## config.mk

```make
export PLATFORM = sky130hd
export DESIGN_NAME = nibble_sender
export DESIGN_NICKNAME = d
export VERILOG_FILES = /design/src/rtl/nibble_sender_pkg.sv /design/src/rtl/nibble_sender.sv
export SDC_FILE = /design/constraint.sdc
export NUM_CORES = 1
export LEC_CHECK = 0
export ABC_AREA = 1
export CAP_MARGIN = 20
export CELL_PAD_IN_SITES_DETAIL_PLACEMENT = 2
export CELL_PAD_IN_SITES_GLOBAL_PLACEMENT = 2
export CORE_MARGIN = 8
export CORE_UTILIZATION = 23
export CTS_CLUSTER_DIAMETER = 100
export DETAILED_ROUTE_END_ITERATION = 8
export GPL_TIMING_DRIVEN = 0
export PLACE_DENSITY_LB_ADDON = 0.12
export SLEW_MARGIN = 30
export SYNTH_ARGS = -nofsm -noshare
export SYNTH_HDL_FRONTEND = slang
export SYNTH_SLANG_ARGS = --single-unit
```

## constraint.sdc

```tcl
create_clock -name clk -period 1.8 [get_ports clk]
set_clock_uncertainty 0.05 [all_clocks]
set_input_delay 0.18 -clock clk [delete_from_list [all_inputs] [get_ports clk]]
set_output_delay 0.18 -clock clk [all_outputs]
set_load 0.01 [all_outputs]
```

## src/rtl/nibble_sender_pkg.sv

```systemverilog
// Shared definitions for the nibble serialiser: FSM encoding, nibble width
// and the counter-width rule.
package nibble_sender_pkg;

  localparam int NIBBLE_W = 4;

  typedef enum logic [1:0] {
    ST_IDLE = 2'd0,
    ST_SEND = 2'd1,
    ST_DONE = 2'd2
  } state_e;

  function automatic int cnt_width(input int nibbles);
    return (nibbles > 1) ? $clog2(nibbles) : 1;
  endfunction

endpackage

```

## src/rtl/nibble_sender.sv

```systemverilog
// Serialises a NIBBLES*4-bit word into a 4-bit sink register, most-significant
// nibble first, with sink back-pressure and a one-cycle completion pulse.
module nibble_sender
  import nibble_sender_pkg::*;
#(
  parameter int NIBBLES = 2
) (
  input  logic                        clk,
  input  logic                        reset,
  input  logic [NIBBLE_W*NIBBLES-1:0] In,
  input  logic                        start,
  input  logic                        sink_ready,
  output logic [NIBBLE_W-1:0]         Out,
  output logic                        enable,
  output logic                        busy,
  output logic                        done
);

  localparam int SHIFT_W = NIBBLE_W * NIBBLES;
  localparam int CNT_W   = cnt_width(NIBBLES);
  localparam logic [CNT_W-1:0] LAST_CNT = CNT_W'(NIBBLES - 1);

  state_e               state_q, state_d;
  logic [SHIFT_W-1:0]   shift_q, shift_d;
  logic [CNT_W-1:0]     cnt_q,   cnt_d;

  // State, shift register and counter; reset wins over everything.
  always_ff @(posedge clk) begin
    if (reset) begin
      state_q <= ST_IDLE;
      shift_q <= {SHIFT_W{1'b0}};
      cnt_q   <= {CNT_W{1'b0}};
    end else begin
      state_q <= state_d;
      shift_q <= shift_d;
      cnt_q   <= cnt_d;
    end
  end

  // Next-state logic: a nibble leaves only in SEND cycles where the sink is ready.
  always_comb begin
    state_d = state_q;
    shift_d = shift_q;
    cnt_d   = cnt_q;
    case (state_q)
      ST_IDLE: begin
        if (start) begin
          shift_d = In;
          cnt_d   = {CNT_W{1'b0}};
          state_d = ST_SEND;
        end else begin
          state_d = ST_IDLE;
        end
      end
      ST_SEND: begin
        if (sink_ready) begin
          shift_d = {shift_q[SHIFT_W-NIBBLE_W-1:0], {NIBBLE_W{1'b0}}};
          cnt_d   = cnt_q + CNT_W'(1);
          if (cnt_q == LAST_CNT) begin
            state_d = ST_DONE;
          end else begin
            state_d = ST_SEND;
          end
        end else begin
          state_d = ST_SEND;
        end
      end
      ST_DONE: begin
        state_d = ST_IDLE;
      end
      default: begin
        state_d = ST_IDLE;
      end
    endcase
  end

  // Outputs decoded from the current state; enable follows sink_ready only in SEND.
  always_comb begin
    Out    = 4'b0000;
    enable = 1'b0;
    busy   = 1'b0;
    done   = 1'b0;
    case (state_q)
      ST_IDLE: begin
        busy = 1'b0;
      end
      ST_SEND: begin
        Out    = shift_q[SHIFT_W-1 -: NIBBLE_W];
        enable = sink_ready;
        busy   = 1'b1;
      end
      ST_DONE: begin
        busy = 1'b1;
        done = 1'b1;
      end
      default: begin
        busy = 1'b0;
      end
    endcase
  end

endmodule

```

==> results of run 1 <==
## layout make-up
class                   instances  area, um^2
inverters                      17        66.3
multi-input cells              74         364
well taps                      31        38.8
clock buffers                   4        26.3
fillers                       331        1800
plain buffers                   2        22.5
flip-flops and latches         11         221
repair buffers                 18         191
## stage by stage
| stage | cell area, um^2 | hold WS, ps |
|---|---|---|
| finish | 931 | 420 |
| global route | 931 | 422 |
| CTS | 918 | 411 |
| detailed placement | 880 | 426 |
| global placement | 880 | 415 |
| floorplan | 661 | 199 |
## synthesized netlist by cell type (all sizes together)
cell type	n
buf	2
nand2	42
dfxtp	11
a21oi	6
nor2	15
ha	4
inv	16
nand3	6
o21ai	1
clkinv	1
## kinds of logic (layout without fill, tap and decap cells)
group / Yosys count / in the layout / synth area share [%]
compound gates: 7 / 7 / 5.30
fa+ha+maj: 4 / 4 / 7.58
flops: 11 / 11 / 33.3
simple gates: 63 / 63 / 40.3
buf+inv: 19 / 41 / 13.4
## sequential cells by signal (all words and copies together) (netlist names)
name / count
state_q: 2
cnt_q: 1
shift_q: 8
## layer usage
metal	global-route usage, %	vias to the layer above	part of all wire, %
met3	1.29	2	2.8
met1	10.7	306	53
li1	-	352	-
met5	0	-	0
met4	5.47	0	1.9
met2	12.9	14	42
## power breakdown
part	internal (mW)	switching [mW]	leakage [nW]
Clock	0.0856	0.0869	0.0150
Sequential	0.273	0.0172	0.0913
Combinational	0.0936	0.120	0.456
Total	0.452	0.224	0.562
## worst paths after layout
path / start / endpoint / slack, ps / depth (start not counted)
setup / recovery: state_q[0]$_SDFF_PP0_ / done / 170 / 3
hold / removal: reset / state_q[0]$_SDFF_PP0_ / 420 / 2
setup reg to reg: state_q[0]$_SDFF_PP0_ / cnt_q$_SDFFE_PP0P_ / 350 / 6
hold reg to reg: shift_q[2]$_SDFFE_PP0P_ / shift_q[2]$_SDFFE_PP0P_ / 440 / 2
## worst max-delay path, cell delays in order, from the launching register on
cell and delay [ps]:
dfxtp_2 380, inv_1 80, ha_1 200, clkdlybuf4s50_1 470
## timing repair
action | in CTS | in global routing
resized for setup | 5 | 5
endpoints found under the hold margin | 0 | 0
endpoints found under the setup margin | 6 | 5
==> flow_summary.yaml, run 1 <==
route:
  drt-initial-drc-count: 10
  drt-vias-per-instance: 4.29
  ant_nets: 0
  routed-via-count: 674
  dr.pass1.iters: 2
  wl_per_cell_um: 12.4
  routed_wl_mm: 1.94
  drc: 0
global_routing:
  grt_antenna_before_repair: 0
  track_usage_pct: 8.47
  gr-total-overflow: 0
  grt_max_degree: 11
  grt_pass1_vias: 715
  grt_first_pass_wirelength_mm: 3.40
synth:
  ys_seq_elements: 11
  synth_cells: 104
  ys_seq_area_share_pct: 33.3
  yosys.area.top_type: "dfxtp_1"
  syn_area_um2: 661
  synth_cell_types: 14
  synth_top_area_share_pct: 33.3
  synth_nets: 120
  yosys_warnings: 0
  syn_area_per_cell_um2: 6.35
  ys_top_cells_by_area: "dfxtp_1 33%, nand2_1 22%, inv_1 8.5%"
sta:
  finalHoldViolations: 0
  tns_ps: 0
  period_needed_ps: 1630
  final_max_slew_viol_count: 0
  setup_violations: 0
  rsz0062_at_grt: "false"
  finalCritPeriodShare_pct: 90.5
  slew-limit-headroom_pct: 79.4
  worst_pin_slew_ps: 306
  clock.fmax_mhz: 614
  setup_slack_ps: 170
critical_path:
  worstPathRequired_ps: 1570
  crit_path_start_kind: "flip-flop"
  critPathArrivalTime_ps: 1400
  cp_max_fo: 3
  end_kind: "primary output"
  worstSetupPathType: "reg2out"
final_layout:
  post-route-util_pct: 34.1
  drive_gt1_share_pct: 11.1
  mostFrequentLayoutCells: "39 x nand2_1, 14 x inv_1, 14 x nor2_1"
  final_cells: 157
  final_common_cell: "nand2_1"
  fin_nets: 143
  diodes: 0
  area_growth_pct: 40.9
floorplanning:
  ios: 19
  die_area_um2: 4840
  row_count: 19
  start_util_pct: 24.2
  die_x_um: 69.6
  die_y_um: 69.6
  core-area_um2: 2730
clock_network:
  cts_buffer_depth: 2
  insertion_delay_ps: 270
  post-cts-setup-buffer-count: 0
  cts_max_level: 1
  clock-sinks: 11
  cts-root-buf: "clkbuf_4"
  numCtsBuffers: 3
  cts_tree: "built"
  path_clk_slew_ps: 80
  cts_hold_buf: 0
pwr:
  finalPower_mw: 0.676
  peakVddDrop_mv: 0.268
  p_leak_nw: 0.562
  power_density_nw_per_um2: 726
run_status:
  outcome: "complete, no violations"
run:
  cap_viol_max_count: 0
placement:
  gp_congestion: 0.733
  dpl.hpwl_mm: 1.50
  dp_cells: 153
  numPortBuffers: 18
  place_ws_ps: 140
worst_hold_path:
  hp-class: "in2reg"
Power figures use the tool's default switching activity.
==> inputs of run 2 (changes only) <==
--- a/config.mk
+++ b/config.mk
@@ -9,7 +9,7 @@
 export CAP_MARGIN = 20
 export CELL_PAD_IN_SITES_DETAIL_PLACEMENT = 2
 export CELL_PAD_IN_SITES_GLOBAL_PLACEMENT = 2
-export CORE_MARGIN = 8
+export CORE_MARGIN = 3
 export CORE_UTILIZATION = 23
 export CTS_CLUSTER_DIAMETER = 100
 export DETAILED_ROUTE_END_ITERATION = 8
==> run 2 against run 1 <==
Net effect:
- fmax up 1.1%
- clock-buffer cell count unchanged
- wire length down 0.87%
- critical endpoint unchanged
- sequential cell count unchanged
==> flow_summary.yaml, run 2 (synthesis results as in run 1) <==
sta:
  finalCritPeriodShare_pct: 89.6
  slew-limit-headroom_pct: 79.2
  tns_ps: 0
  finalHoldViolations: 0
  rsz0062_at_grt: "false"
  worst_pin_slew_ps: 310
  finalHoldWorstSlack_ps: 427
  setup_violations: 0
  clock.fmax_mhz: 620
  period_needed_ps: 1610
  final_max_slew_viol_count: 0
final_layout:
  regMostFlops: "shift_q"
  top_regs: "shift_q (8), state_q (2), cnt_q (1)"
  final_area_um2: 933
  final_cells: 156
  area_growth_pct: 41.3
  multi_input_area_um2: 364
  diodes: 0
  largest_register_ffs: 8
  nFillCells: 330
  fin_nets: 143
  register_area_um2: 221
  drive_gt1_share_pct: 11.1
  final_common_cell: "nand2_1"
  mostFrequentLayoutCells: "39 x nand2_1, 14 x inv_1, 14 x nor2_1"
critical_path:
  critPathArrivalTime_ps: 1380
  worstPathCellList: "inv_1 -> ha_1 -> clkdlybuf4s50_1"
  cp_slowest_cell: "clkdlybuf4s50_1"
  worstPathRequired_ps: 1570
  cp_max_fo: 3
  path_buf_inv: 2
  crit_family: "buffers and inverters"
  crit_path_start_kind: "flip-flop"
  end_kind: "primary output"
  max_stage_delay_ps: 470
  worstSetupPathType: "reg2out"
pwr:
  power_density_nw_per_um2: 738
  p_leak_nw: 0.573
  finalPower_mw: 0.688
  peakVddDrop_mv: 0.296
clock_network:
  cts_buffer_depth: 2
  insertion_delay_ps: 280
  cts-root-buf: "clkbuf_4"
  path_clk_slew_ps: 80
  numCtsBuffers: 3
  cts_tree: "built"
  cts_max_level: 1
  clock-sinks: 11
floorplanning:
  die_area_um2: 3550
  row_count: 18
  die_y_um: 59.6
  ios: 19
  core-area_um2: 2610
  die_x_um: 59.6
  start_util_pct: 25.3
global_routing:
  gr-total-overflow: 0
  grt_pass1_vias: 766
  grt_antenna_before_repair: 0
  grt_first_pass_wirelength_mm: 3.45
  grt_max_degree: 11
  track_usage_pct: 13.3
route:
  wl_per_cell_um: 12.3
  drc: 0
  dr.pass1.iters: 4
  routed_wl_mm: 1.93
  drt-vias-per-instance: 4.51
  routed-via-count: 703
  drt-initial-drc-count: 19
  ant_nets: 0
placement:
  dp_cells: 152
  numPortBuffers: 18
  dpl.hpwl_mm: 1.52
  gp_congestion: 0.640
  postPlaceCellArea_um2: 878
worst_hold_path:
  hp-class: "in2reg"
run:
  cap_viol_max_count: 0
run_status:
  outcome: "complete, no violations"
==> run 2: routing by layer <==
metal,wire (um),vias to the layer above,part of all wire [%],GRT usage (%)
met5,0,-,0,0
met4,38,0,2.0,5.70
met3,74,4,3.8,2.61
met2,1000,11,52,23.7
met1,811,335,42,15.3
li1,-,353,-,-
==> run 2: path summary, 6_finish.rpt <==
kind | from | to | slack (ps) | cells after the start
setup / recovery | state_q[0]$_SDFF_PP0_ | done | 190 | 3
setup reg to reg | state_q[0]$_SDFF_PP0_ | cnt_q$_SDFFE_PP0P_ | 400 | 6
hold / removal | reset | state_q[0]$_SDFF_PP0_ | 430 | 2
hold reg to reg | shift_q[0]$_SDFFE_PP0P_ | shift_q[0]$_SDFFE_PP0P_ | 440 | 2
==> run 2: report_power, final <==
part	internal, mW	switching [mW]
combinational	0.0942	0.118
sequential	0.273	0.0171
clock	0.0859	0.0997
total	0.453	0.235
==> run 2: layout make-up <==
type | count | area share (%)
Buffer | 2 | 2.41
Inverter | 17 | 7.10
Timing Repair Buffer | 18 | 20.9
Clock buffer | 4 | 2.82
Tap cell | 30 | 4.02
Sequential cell | 11 | 23.7
Multi-Input combinational cell | 74 | 39.0
==> run 2: metrics by stage <==
stage          worst slack [ps]  util (%)
5_1_grt                     100      35.7
3_3_place_gp                200      33.6
6_report                    188      35.7
3_5_place_dp                149      33.6
4_1_cts                    8.44      35.2
2_1_floorplan               563         -
==> run 2: what timing repair did <==
| action | in CTS | in global routing |
|---|---|---|
| hold buffers | 0 | 0 |
| pin swaps | 0 | 0 |
| setup buffers | 0 | 0 |
| endpoints found under the setup margin | 5 | 6 |
| resized for setup | 4 | 6 |
==> inputs of run 3 (changes only) <==
--- a/config.mk
+++ b/config.mk
@@ -14,7 +14,7 @@
 export CTS_CLUSTER_DIAMETER = 100
 export DETAILED_ROUTE_END_ITERATION = 8
 export GPL_TIMING_DRIVEN = 0
-export PLACE_DENSITY_LB_ADDON = 0.12
+export PLACE_DENSITY = 0.85
 export SLEW_MARGIN = 30
 export SYNTH_ARGS = -nofsm -noshare
 export SYNTH_HDL_FRONTEND = slang
==> run 3 against run 2 <==
Net effect:
- worst setup slack got worse by 95 ps
- first-iteration DRC count decreased by 89%
- die area stayed put
- worst hold slack improved by 1.8 ps
- register-to-register slack worse by 20 ps
- sequential share of layout area rose by 0.19 points
- cell count is the same
- utilization is 0.29 points lower
- cell area is 0.80% lower
==> flow_summary.yaml, run 3 (synthesis results as in run 1) <==
final_layout:
  top_regs: "shift_q (8), state_q (2), cnt_q (1)"
  diodes: 0
  multi_input_area_um2: 364
  fin_nets: 143
  mostFrequentLayoutCells: "39 x nand2_1, 15 x clkdlybuf4s50_1, 14 x inv_1, 14 x nor2_1, 10 x dfxtp_1"
  drive_gt1_share_pct: 11.1
  nFillCells: 328
  area_growth_pct: 40.2
  regMostFlops: "shift_q"
  final_common_cell: "nand2_1"
  largest_register_ffs: 8
  register_area_um2: 221
route:
  routed-via-count: 691
  dr.pass1.iters: 3
  top_layer: "met4"
  met2_length_um: 920
  met3_length_um: 75
  ant_nets: 0
  wl_per_cell_um: 11.9
  routed_wl_mm: 1.86
  drt-vias-per-instance: 4.43
  met1_length_um: 831
  drt-initial-drc-count: 2
  drc: 0
critical_path:
  reg2reg_depth: 7
  r2r_slack_ps: 380
  end_kind: "primary output"
  cp_max_fo: 5
  critPathArrivalTime_ps: 1480
  worstPathRequired_ps: 1570
  rr_startpoint: "state_q[0]$_SDFF_PP0_"
  r2r-end: "cnt_q$_SDFFE_PP0P_"
  worstSetupPathType: "reg2out"
  crit_path_start_kind: "flip-flop"
worst_hold_path:
  hold_depth: 2
  hp-class: "in2reg"
  hold_start: "reset"
  hold_end: "state_q[0]$_SDFF_PP0_"
sta:
  setup_violations: 0
  finalHoldWorstSlack_ps: 429
  slew-limit-headroom_pct: 79.1
  tns_ps: 0
  worst_pin_slew_ps: 311
  final_max_slew_viol_count: 0
  clock.fmax_mhz: 586
  setup_slack_ps: 92.6
  rsz0062_at_grt: "false"
  finalCritPeriodShare_pct: 94.9
  period_needed_ps: 1710
  finalHoldViolations: 0
pwr:
  p_sw_mw: 0.238
  p_int_mw: 0.454
  p_sw_share_pct: 34.4
  p_clk_share_pct: 27.1
  power_density_nw_per_um2: 748
  peakVddDrop_mv: 0.326
  pwr-share-seq_pct: 41.9
  p_leak_nw: 0.519
  comb_power_share_pct: 31.0
global_routing:
  grt_pass1_vias: 753
  grt_first_pass_wirelength_mm: 3.12
  track_usage_pct: 11.9
  grt_max_degree: 11
  gr-total-overflow: 0
  grt_antenna_before_repair: 0
placement:
  dpl.hpwl_mm: 1.40
  place_ws_ps: 183
  gp_congestion: 0.681
  numPortBuffers: 18
clock_network:
  post-cts-setup-buffer-count: 0
  cts_max_level: 1
  cts_tree: "built"
  cts_hold_buf: 0
  clock-sinks: 11
  cts-root-buf: "clkbuf_4"
  cts_buffer_depth: 2
  path_clk_slew_ps: 80
  insertion_delay_ps: 280
  numCtsBuffers: 3
floorplanning:
  start_util_pct: 25.3
  die_area_um2: 3550
  core-area_um2: 2610
  ios: 19
  die_x_um: 59.6
  row_count: 18
  die_y_um: 59.6
run_status:
  outcome: "complete, no violations"
run:
  cap_viol_max_count: 0
==> run 3: cell type report <==
type | count | share of cell area [%]
plain buffers | 2 | 2.43
clock buffers | 4 | 2.84
inverters | 17 | 7.16
repair buffers | 18 | 20.3
flip-flops and latches | 11 | 23.9
well taps | 30 | 4.05
multi-input cells | 74 | 39.3
==> run 3: metrics by stage <==
stage | cells | util [%] | total power [mW] | instance area [um^2]
finish | 156 | 35.4 | 0.692 | 926
global route | 156 | 35.4 | 0.744 | 926
CTS | 156 | 35.2 | 0.709 | 918
detailed placement | 152 | 33.6 | 0.511 | 878
global placement | 152 | 33.6 | 0.499 | 878
floorplan | 104 | - | 0.430 | 661
==> run 3: routing by layer <==
metal  track usage, %  vias up
li1                 -      353
met1             13.6      322
met2             21.1       12
met3             1.96        4
met4             5.70        0
met5                0        -
==> run 3: critical path: stages, from the launching register on <==
cell and delay [ps]:
dfxtp_1 330, inv_2 80, ha_4 170, nand2_1 60, inv_1 50, clkdlybuf4s50_1 520
==> run 3: how the worst max path moves through the flow <==
| stage | start | to | slack, ps |
|---|---|---|---|
| 6_report | state_q[1]$_SDFF_PP0_ | Out[3] | 90 |
| 5_1_grt | state_q[1]$_SDFF_PP0_ | Out[3] | 4 |
| 4_1_cts | state_q[1]$_SDFF_PP0_ | enable | 30 |
| 3_5_place_dp | sink_ready | enable | 180 |
| 3_3_place_gp | sink_ready | enable | 210 |
| 2_1_floorplan | state_q[0]$_SDFF_PP0_ | cnt_q$_SDFFE_PP0P_ | 560 |
==> run 3: power by group through the flow <==
| stage | clock [mW] | sequential [mW] | combinational (mW) |
|---|---|---|---|
| floorplan | 0 | 0.290 | 0.140 |
| global placement | 0 | 0.293 | 0.206 |
| detailed placement | 0 | 0.295 | 0.216 |
| CTS | 0.197 | 0.291 | 0.221 |
| global route | 0.199 | 0.295 | 0.250 |
| finish | 0.188 | 0.290 | 0.214 |
==> run 3: what timing repair did <==
item,CTS,global route
cloned,0,0
setup endpoints to repair,5,3
gates resized for setup,4,3
